$ cat config.mk
export PLATFORM = sky130hd
export DESIGN_NAME = morse_tx_arbiter
export DESIGN_NICKNAME = d
export VERILOG_FILES = /design/src/rtl/morse_pkg.sv /design/src/rtl/morse_tx_arbiter_rr_pick.sv /design/src/rtl/morse_tx_arbiter.sv
export SDC_FILE = /design/constraint.sdc
export NUM_CORES = 1
export LEC_CHECK = 0
export ABC_AREA = 1
export CAP_MARGIN = 40
export CORE_MARGIN = 4
export CORE_UTILIZATION = 24
export DETAILED_ROUTE_END_ITERATION = 10
export HOLD_SLACK_MARGIN = 0.12
export SYNTH_ARGS = -nofsm -noshare
export SYNTH_HDL_FRONTEND = slang
export SYNTH_SLANG_ARGS = --single-unit
$ cat constraint.sdc
create_clock -name Clock -period 3.6 [get_ports Clock]
set_clock_uncertainty 0.2 [all_clocks]
set_input_delay 0.72 -clock Clock [delete_from_list [all_inputs] [get_ports Clock]]
set_output_delay 0.72 -clock Clock [all_outputs]
set_load 0.03 [all_outputs]
$ cat src/rtl/morse_pkg.sv
// Shared definitions for the Morse transmit path: letter codes, arbiter
// state encoding and the WAIT_DONE watchdog limit (used when
// MORSE_ARB_TIMEOUT_EN is defined).
package morse_pkg;

    localparam logic [2:0] A_CODE = 3'b000;
    localparam logic [2:0] B_CODE = 3'b001;
    localparam logic [2:0] C_CODE = 3'b010;
    localparam logic [2:0] D_CODE = 3'b011;
    localparam logic [2:0] E_CODE = 3'b100;
    localparam logic [2:0] F_CODE = 3'b101;
    localparam logic [2:0] G_CODE = 3'b110;
    localparam logic [2:0] H_CODE = 3'b111;

    typedef enum logic [1:0] {
        S_IDLE      = 2'd0,
        S_ISSUE     = 2'd1,
        S_WAIT_DONE = 2'd2,
        S_GAP       = 2'd3
    } state_t;

    localparam logic [3:0] WDOG_TICKS = 4'd15;

endpackage

$ cat src/rtl/morse_tx_arbiter_rr_pick.sv
// Combinational round-robin selector: finds the first set request bit
// starting at the pointer and wrapping modulo NREQ.
module rr_pick #(
    parameter int NREQ = 4,
    parameter int IDW  = 2
) (
    input  logic [NREQ-1:0] req,
    input  logic [IDW-1:0]  ptr,
    output logic [NREQ-1:0] sel,
    output logic [IDW-1:0]  idx,
    output logic            any
);

    logic [IDW-1:0] pos;

    // Scan upward from the pointer; the first hit wins
    always_comb begin
        sel = '0;
        idx = '0;
        any = 1'b0;
        pos = '0;
        for (int k = 0; k < NREQ; k++) begin
            pos = IDW'((int'(ptr) + k) % NREQ);
            if (!any && req[pos]) begin
                any      = 1'b1;
                sel[pos] = 1'b1;
                idx      = pos;
            end
        end
    end

endmodule

$ cat src/rtl/morse_tx_arbiter.sv
// Round-robin arbiter and sequencer for the shared Morse LED sender.
// Grants one requester, pulses snd_go, waits for snd_done, then holds an
// inter-letter gap measured in half-second ticks.
// Optional: define MORSE_ARB_TIMEOUT_EN to add a WAIT_DONE watchdog and the
// timeout_err output.
import morse_pkg::*;

module morse_tx_arbiter #(
    parameter int NREQ      = 4,
    parameter int GAP_TICKS = 3,
    parameter int IDW       = 2
) (
    input  logic              Clock,
    input  logic              Resetn,
    input  logic              tick,
    input  logic [NREQ-1:0]   req,
    input  logic [3*NREQ-1:0] letter,
    output logic [NREQ-1:0]   grant,
    output logic              snd_go,
    output logic [2:0]        snd_letter,
    input  logic              snd_done,
    output logic [IDW-1:0]    active_id,
    output logic              busy
`ifdef MORSE_ARB_TIMEOUT_EN
    ,
    output logic              timeout_err
`endif
);

    localparam int GW = (GAP_TICKS > 1) ? $clog2(GAP_TICKS + 1) : 1;
    localparam logic [GW-1:0] GAP_LOAD = GW'(GAP_TICKS);

    state_t          state, state_nxt;
    logic [IDW-1:0]  rr_ptr;
    logic [GW-1:0]   gap_cnt;
    logic            capture;
    logic            gap_load;
    logic [NREQ-1:0] pick_sel;
    logic [IDW-1:0]  pick_idx;
    logic            pick_any;
    logic [2:0]      pick_letter;
    logic [IDW-1:0]  ptr_nxt;

`ifdef MORSE_ARB_TIMEOUT_EN
    logic [3:0]      wdog_cnt;
    logic            wdog_trip;
`endif

    rr_pick #(
        .NREQ (NREQ),
        .IDW  (IDW)
    ) u_pick (
        .req  (req),
        .ptr  (rr_ptr),
        .sel  (pick_sel),
        .idx  (pick_idx),
        .any  (pick_any)
    );

    // Letter slice of the selected requester and the wrapped next pointer
    always_comb begin
        pick_letter = '0;
        for (int i = 0; i < NREQ; i++) begin
            if (pick_idx == IDW'(i)) begin
                pick_letter = letter[3*i +: 3];
            end
        end
        ptr_nxt = (pick_idx == IDW'(NREQ - 1)) ? '0 : pick_idx + 1'b1;
    end

    // State register
    always_ff @(posedge Clock) begin
        if (!Resetn) begin
            state <= S_IDLE;
        end else begin
            state <= state_nxt;
        end
    end

    // Next-state logic and capture/load strobes
    always_comb begin
        state_nxt = state;
        capture   = 1'b0;
        gap_load  = 1'b0;
`ifdef MORSE_ARB_TIMEOUT_EN
        wdog_trip = 1'b0;
`endif
        case (state)
            S_IDLE: begin
                if (pick_any) begin
                    capture   = 1'b1;
                    state_nxt = S_ISSUE;
                end
            end
            S_ISSUE: begin
                state_nxt = S_WAIT_DONE;
            end
            S_WAIT_DONE: begin
                if (snd_done) begin
                    if (GAP_TICKS == 0) begin
                        state_nxt = S_IDLE;
                    end else begin
                        gap_load  = 1'b1;
                        state_nxt = S_GAP;
                    end
                end
`ifdef MORSE_ARB_TIMEOUT_EN
                else if (tick && (wdog_cnt == WDOG_TICKS - 4'd1)) begin
                    wdog_trip = 1'b1;
                    state_nxt = S_IDLE;
                end
`endif
            end
            S_GAP: begin
                if (tick && (gap_cnt == GW'(1))) begin
                    state_nxt = S_IDLE;
                end
            end
            default: state_nxt = S_IDLE;
        endcase
    end

    // Captured letter, grant/go pulses, round-robin pointer and gap counter
    always_ff @(posedge Clock) begin
        if (!Resetn) begin
            grant      <= '0;
            snd_go     <= 1'b0;
            snd_letter <= '0;
            active_id  <= '0;
            rr_ptr     <= '0;
            gap_cnt    <= '0;
        end else begin
            grant  <= capture ? pick_sel : '0;
            snd_go <= (state == S_ISSUE);
            if (capture) begin
                snd_letter <= pick_letter;
                active_id  <= pick_idx;
                rr_ptr     <= ptr_nxt;
            end
            if (gap_load) begin
                gap_cnt <= GAP_LOAD;
            end else if ((state == S_GAP) && tick) begin
                gap_cnt <= gap_cnt - 1'b1;
            end
        end
    end

`ifdef MORSE_ARB_TIMEOUT_EN
    // Watchdog: counts ticks while waiting for the sender, flags an abort
    always_ff @(posedge Clock) begin
        if (!Resetn) begin
            wdog_cnt    <= '0;
            timeout_err <= 1'b0;
        end else begin
            timeout_err <= wdog_trip;
            if (state != S_WAIT_DONE) begin
                wdog_cnt <= '0;
            end else if (tick) begin
                wdog_cnt <= wdog_cnt + 4'd1;
            end
        end
    end
`endif

    assign busy = (state != S_IDLE);

endmodule

## After elaboration in Yosys (flattened, before gate mapping)

Index checks and enable logic that the tools add are counted.

- Bitwise operators: 3
- $lt $le $gt $ge: 8
- $add $sub $neg: 5
- Equality and inequality tests: 10
- Multiplexer cells: 43
- Reduce and logical (&&, ||, !) cells: 18

Operators by type and width:

| cell | count |
|---|---|
| $mux 2 | 10 |
| $mux 1 | 16 |
| $mux 4 | 4 |
| $lt 2x3->1 const B | 4 |
| $mux 3 | 4 |
| $or 4x4->4 | 3 |
| $logic_and 1x1->1 | 9 |
| $bmux 1 s2 | 4 |
| $demux 1 s2 | 4 |
| $eq 2x2->1 const B | 4 |
| $ge 2x1->1 const B | 4 |
| $pmux 2 s4 | 1 |
| $eq 2x1->1 const B | 3 |
| $ne 2x2->1 const B | 3 |
| $add 2x1->2 const B | 2 |
| $add 2x2->2 const B | 2 |
| $logic_not 2->1 | 2 |
| $reduce_bool 2->1 | 2 |
| $logic_not 1->1 | 3 |
| $reduce_and 3->1 | 1 |
| $reduce_and 2->1 | 1 |
| $sub 2x1->2 const B | 1 |

- Output and inout bits: 11
- Input port bits: 20
- Register bits after elaboration: 16
- Word-level logic and storage cells: 94

## Longest topological paths before layout

- Word-level depth: 17
- Gate-level depth with buffers: 20
- Gate-level depth less buffers: 19

## By module

A second synthesis with hierarchy kept.

- Cells, all modules: 188
- Area, all modules: 1283.7 µm²

By module, submodules not included:

| module | area an instance (µm²) | sequential area each (µm²) | instances | cells each |
|---|---|---|---|---|
| morse_tx_arbiter | 843.3 | 320.3 | 1 | 114 |
| rr_pick | 440.4 | 0.0 | 1 | 74 |

## Worst setup path after synthesis

OpenSTA, ideal clock, no wires.

- Path kind: register to register
- From: reg rr_ptr[0]
- To: reg snd_letter[0]
- Path buffers: 1
- Path slack: 945 ps
- Arrival: 2385 ps
- Setup time: 70 ps
- Stages on the path, launching flop included: 20
- Cell sequence: dfxtp_1 -> buf_6 -> inv_6 -> ha_1 -> inv_1 -> nand3_2 -> nand2_4 -> nand2_2 -> nor2_4 -> nand3_1 -> nand2_2 -> inv_1 -> ha_1 -> inv_1 -> nand3_1 -> nand2_1 -> o21ai_0 -> nand2_1 -> o21ai_0 -> a21oi_1

- Cells in the longest elaborated chain, start to end: 17
- Elaborated cells on any way between the ends: 35
- Classes of those cells: add/sub (3); eq/ne (3); mux (22); reduce/logical (7)

Ends and longest elaborated chain:

| element | line | text |
|---|---|---|
| from (decl) | morse_tx_arbiter.sv:34 | `logic [IDW-1:0] rr_ptr;` |
| from (signal assigned) | morse_tx_arbiter.sv:138 | `rr_ptr <= ptr_nxt;` |
| branches (longest 11 deep; another with $add 2x1->2) | n/a |  |
| $mux 2 (*) | morse_tx_arbiter_rr_pick.sv:24 | `if (!any && req[pos]) begin` |
| net pick_idx[1] | morse_tx_arbiter.sv:39 | `logic [IDW-1:0] pick_idx;` |
| $logic_not 2->1 | morse_tx_arbiter.sv:64 | `if (pick_idx == IDW'(i)) begin` |
| $mux 3 (3 in series) | morse_tx_arbiter.sv:64 |  |
| $mux 3 (*) | morse_tx_arbiter.sv:64 |  |
| to (signal assigned) | morse_tx_arbiter.sv:136 | `snd_letter <= pick_letter;` |
| to (decl) | morse_tx_arbiter.sv:20 | `output logic [2:0] snd_letter,` |

Mark *: on every way through the listed nets, which the timed path passes. The select of a mux whose other input is x is not followed.
A chain may end at the register's enable or synchronous reset.

## Worst setup path in the final report

- From: reg rr_ptr[1]
- To: reg snd_letter[0]

Same word-level chain as after synthesis.

==> results.json <==
{
  "whs_endpoint": "snd_letter[1]",
  "critPathKind": "reg -> reg",
  "rrSetupSlack_ns": 0.57,
  "drt_iter0_drc": 44,
  "hold_depth": 2,
  "rr_startpoint": "rr_ptr[1]",
  "clock_path_buffers": 2,
  "worstMarginPinSlew_ns": 0.465,
  "fillers": 563,
  "die_area_um2": 6840,
  "ys_seq_area_share_pct": 23.9,
  "yosys.area.top_type": "dfxtp_1",
  "placed_cell_area_um2": 1720,
  "ys_async_sr_fraction_pct": 0,
  "p_int_uw": 734,
  "cts_root_buffer": "clkbuf_8",
  "ir_drop_mv": 0.245,
  "yosysWarnings": 0,
  "setup.worst_path.end_class": "flip-flop",
  "synth_top_area_share_pct": 23.9,
  "finalPower_mw": 1.52,
  "crit_chain": "inv_1 > ha_1 > inv_1 > nand3_2 > nand2_4 > nand2_2 > nor2_4 > nand3_1 > nand2_2 > inv_1 > ha_1 > inv_1 > nand3_1 > nand2_1 > o21ai_0 > nand2_1 > o21ai_0 > a21oi_1",
  "p_switching_uw": 786,
  "n_antenna_cell": 0,
  "grt_pass1_wl_mm": 5.12,
  "synth_fp_nets": 223,
  "overflow": 0,
  "area_delta_synth_final_pct": 32.5,
  "place.port_buffers": 30,
  "post-route-drc-count": 0,
  "arrival_ns": 3.02,
  "clockPowerShare_pct": 10.4,
  "synth-edff-count": 0,
  "io_pins": 31,
  "antenna_found_initial": 0,
  "start_util_pct": 25.4,
  "slew_violations": 0,
  "cts_tree": "built",
  "h-tree-depth": 1,
  "vias": 1259,
  "nNetsFinal": 257,
  "critPathTopFamily": "simple AND/OR/NAND/NOR gates",
  "rsz0062_at_grt": "no",
  "core_um2": 5270,
  "final_layout_size_suffix_gt1_share_pct": 15.5,
  "synthFlopType": "dfxtp_1",
  "syn_inst": 186,
  "post_cts_buffers": 0,
  "power_leakage_nw": 0.834,
  "grt_util_all_layers_pct": 9.51,
  "hp-start": "snd_letter[1]",
  "routabilityCongestion": 0.813,
  "clkSlewWorstSetupHoldPaths_ns": 0.07,
  "reg2reg_to": "snd_letter[0]",
  "vias_per_cell": 4.36,
  "die_w_um": 82.7,
  "wirelength_mm": 2.98,
  "wl_per_cell_um": 10.3,
  "powerDensity_nw_per_um2": 856,
  "ys_ff_latch": 16,
  "rr_worst_depth": 18,
  "die_h_um": 82.7,
  "avgSynthCellArea_um2": 7.20,
  "post_synth_num_cell_types": 26,
  "syn_area_um2": 1340,
  "cp_max_fo": 9,
  "slew_headroom_pct": 68.9,
  "fmax_ghz": 0.330,
  "cap_violations": 0,
  "yosysMostFrequentCell": "nand2_1",
  "p_seq_share_pct": 18.2,
  "hold_class": "reg -> reg",
  "dp_hpwl_mm": 2.39,
  "ctsResizeCount": 0,
  "startpoint_type": "flip-flop",
  "crit_required_ns": 3.59,
  "stdcell_area_um2": 1780,
  "synth_common_cells": "34 x nand2_1, 29 x inv_1, 17 x ha_1",
  "period_needed_ns": 3.03,
  "numCtsBuffers": 3,
  "cpMaxStageDelayCell": "dfxtp_1",
  "path_buf_inv": 4,
  "drtAntennaViolNets": 0,
  "grt_max_degree": 13,
  "period_share_pct": 84.2,
  "swShare_pct": 51.7,
  "synth.area.top_cells": "dfxtp_1 24%, ha_1 16%, nand2_1 9.5%",
  "pwr-share-comb_pct": 71.4,
  "utilization_pct": 33.7,
  "crit_top_cell": "inv_1",
  "drt-pass1-iter-count": 4,
  "hold_ws_ns": 0.333,
  "clkLatencyLatePin_ns": 0.25,
  "setup_violations": 0,
  "hold_viol": 0,
  "setup_tns_ns": 0,
  "rows": 26,
  "critPathMaxStageDelay_ns": 0.46,
  "grt_pass1_vias": 1169,
  "status": "finished, final reports clean",
  "hold_buffers": 0,
  "cts_sinks": 16
}
==> flip-flops by register name, summed over array words and instances, names as in the netlist <==
signal	cells
snd_go	1
grant	4
snd_letter	3
state	2
rr_ptr	2
active_id	2
gap_cnt	2
==> metrics by stage <==
step | std cells | setup slack, ns
2_1_floorplan | 186 | 0.945
3_3_place_gp | 285 | 0.423
3_5_place_dp | 285 | 0.389
4_1_cts | 289 | 0.549
5_1_grt | 289 | 0.231
6_report | 289 | 0.568
==> layout make-up <==
cell class | instances | area, um2 | area share [%]
inverters | 33 | 134 | 7.54
clock buffers | 4 | 55.1 | 3.10
well taps | 70 | 87.6 | 4.93
repair buffers | 31 | 308 | 17.3
multi-input cells | 135 | 871 | 49.0
flip-flops and latches | 16 | 320 | 18.0
==> cell families after synthesis <==
logic type               count (synthesis)  share of synthesized area [%]
flip-flops                              16                           23.9
adder cells (fa/ha/maj)                 17                           15.9
AO/OA/AOI/OAI                           36                           15.4
buffers and inverters                   35                           11.1
AND/OR/NAND/NOR                         82                           33.7
==> metal layers <==
layer,GRT usage [%],routed length (um),up-vias
met2,15.2,1380,31
met5,0,0,-
li1,-,-,669
met1,12.2,1380,555
met4,2.94,25,0
met3,2.82,194,4
==> worst reg2reg max path, stage by stage (launching register included) <==
cell and delay, ns:
dfxtp_1 0.46, inv_1 0.21, ha_1 0.40, inv_1 0.16, nand3_2 0.11, nand2_4 0.14, nand2_2 0.09, nor2_4 0.10
nand3_1 0.11, nand2_2 0.13, inv_1 0.07, ha_1 0.22, inv_1 0.09, nand3_1 0.07, nand2_1 0.06, o21ai_0 0.08
nand2_1 0.06, o21ai_0 0.08, a21oi_1 0.14
==> how the worst max path moves through the flow <==
| stage | from | to | cells after the start |
|---|---|---|---|
| 6_report | rr_ptr[1] | snd_letter[0] | 18 |
| 2_1_floorplan | rr_ptr[0] | snd_letter[0] | 19 |
| 4_1_cts | rr_ptr[1] | snd_letter[0] | 19 |
| 3_3_place_gp | req[0] | snd_letter[0] | 18 |
| 5_1_grt | rr_ptr[1] | snd_letter[1] | 19 |
| 3_5_place_dp | req[0] | snd_letter[0] | 18 |
==> cell usage in the layout, fill, tap and decap left out, types with 2 or more instances in the layout <==
master,netlist,layout
nand3_2,4,4
a21oi_1,10,10
o21ai_1,7,7
nor2_2,2,2
nor2_4,2,2
a22oi_1,4,4
nand2_2,9,9
o21ai_0,11,11
ha_1,17,17
nand2_1,34,34
inv_4,2,2
nand4_1,4,4
clkdlybuf4s50_1,0,30
nand3_1,15,15
clkbuf_8,0,4
inv_1,29,29
dfxtp_1,16,16
nand2_4,4,4
nor2_1,7,7
==> power by group through the flow <==
stage | clock [mW] | sequential, mW | combinational, mW
after detailed placement | 0 | 0.281 | 1.08
after floorplan | 0 | 0.347 | 0.764
after global placement | 0 | 0.282 | 1.08
after CTS | 0.167 | 0.278 | 1.09
final | 0.158 | 0.276 | 1.09
after global routing | 0.172 | 0.285 | 1.23
Note: power is estimated with default switching activity, not from simulation.
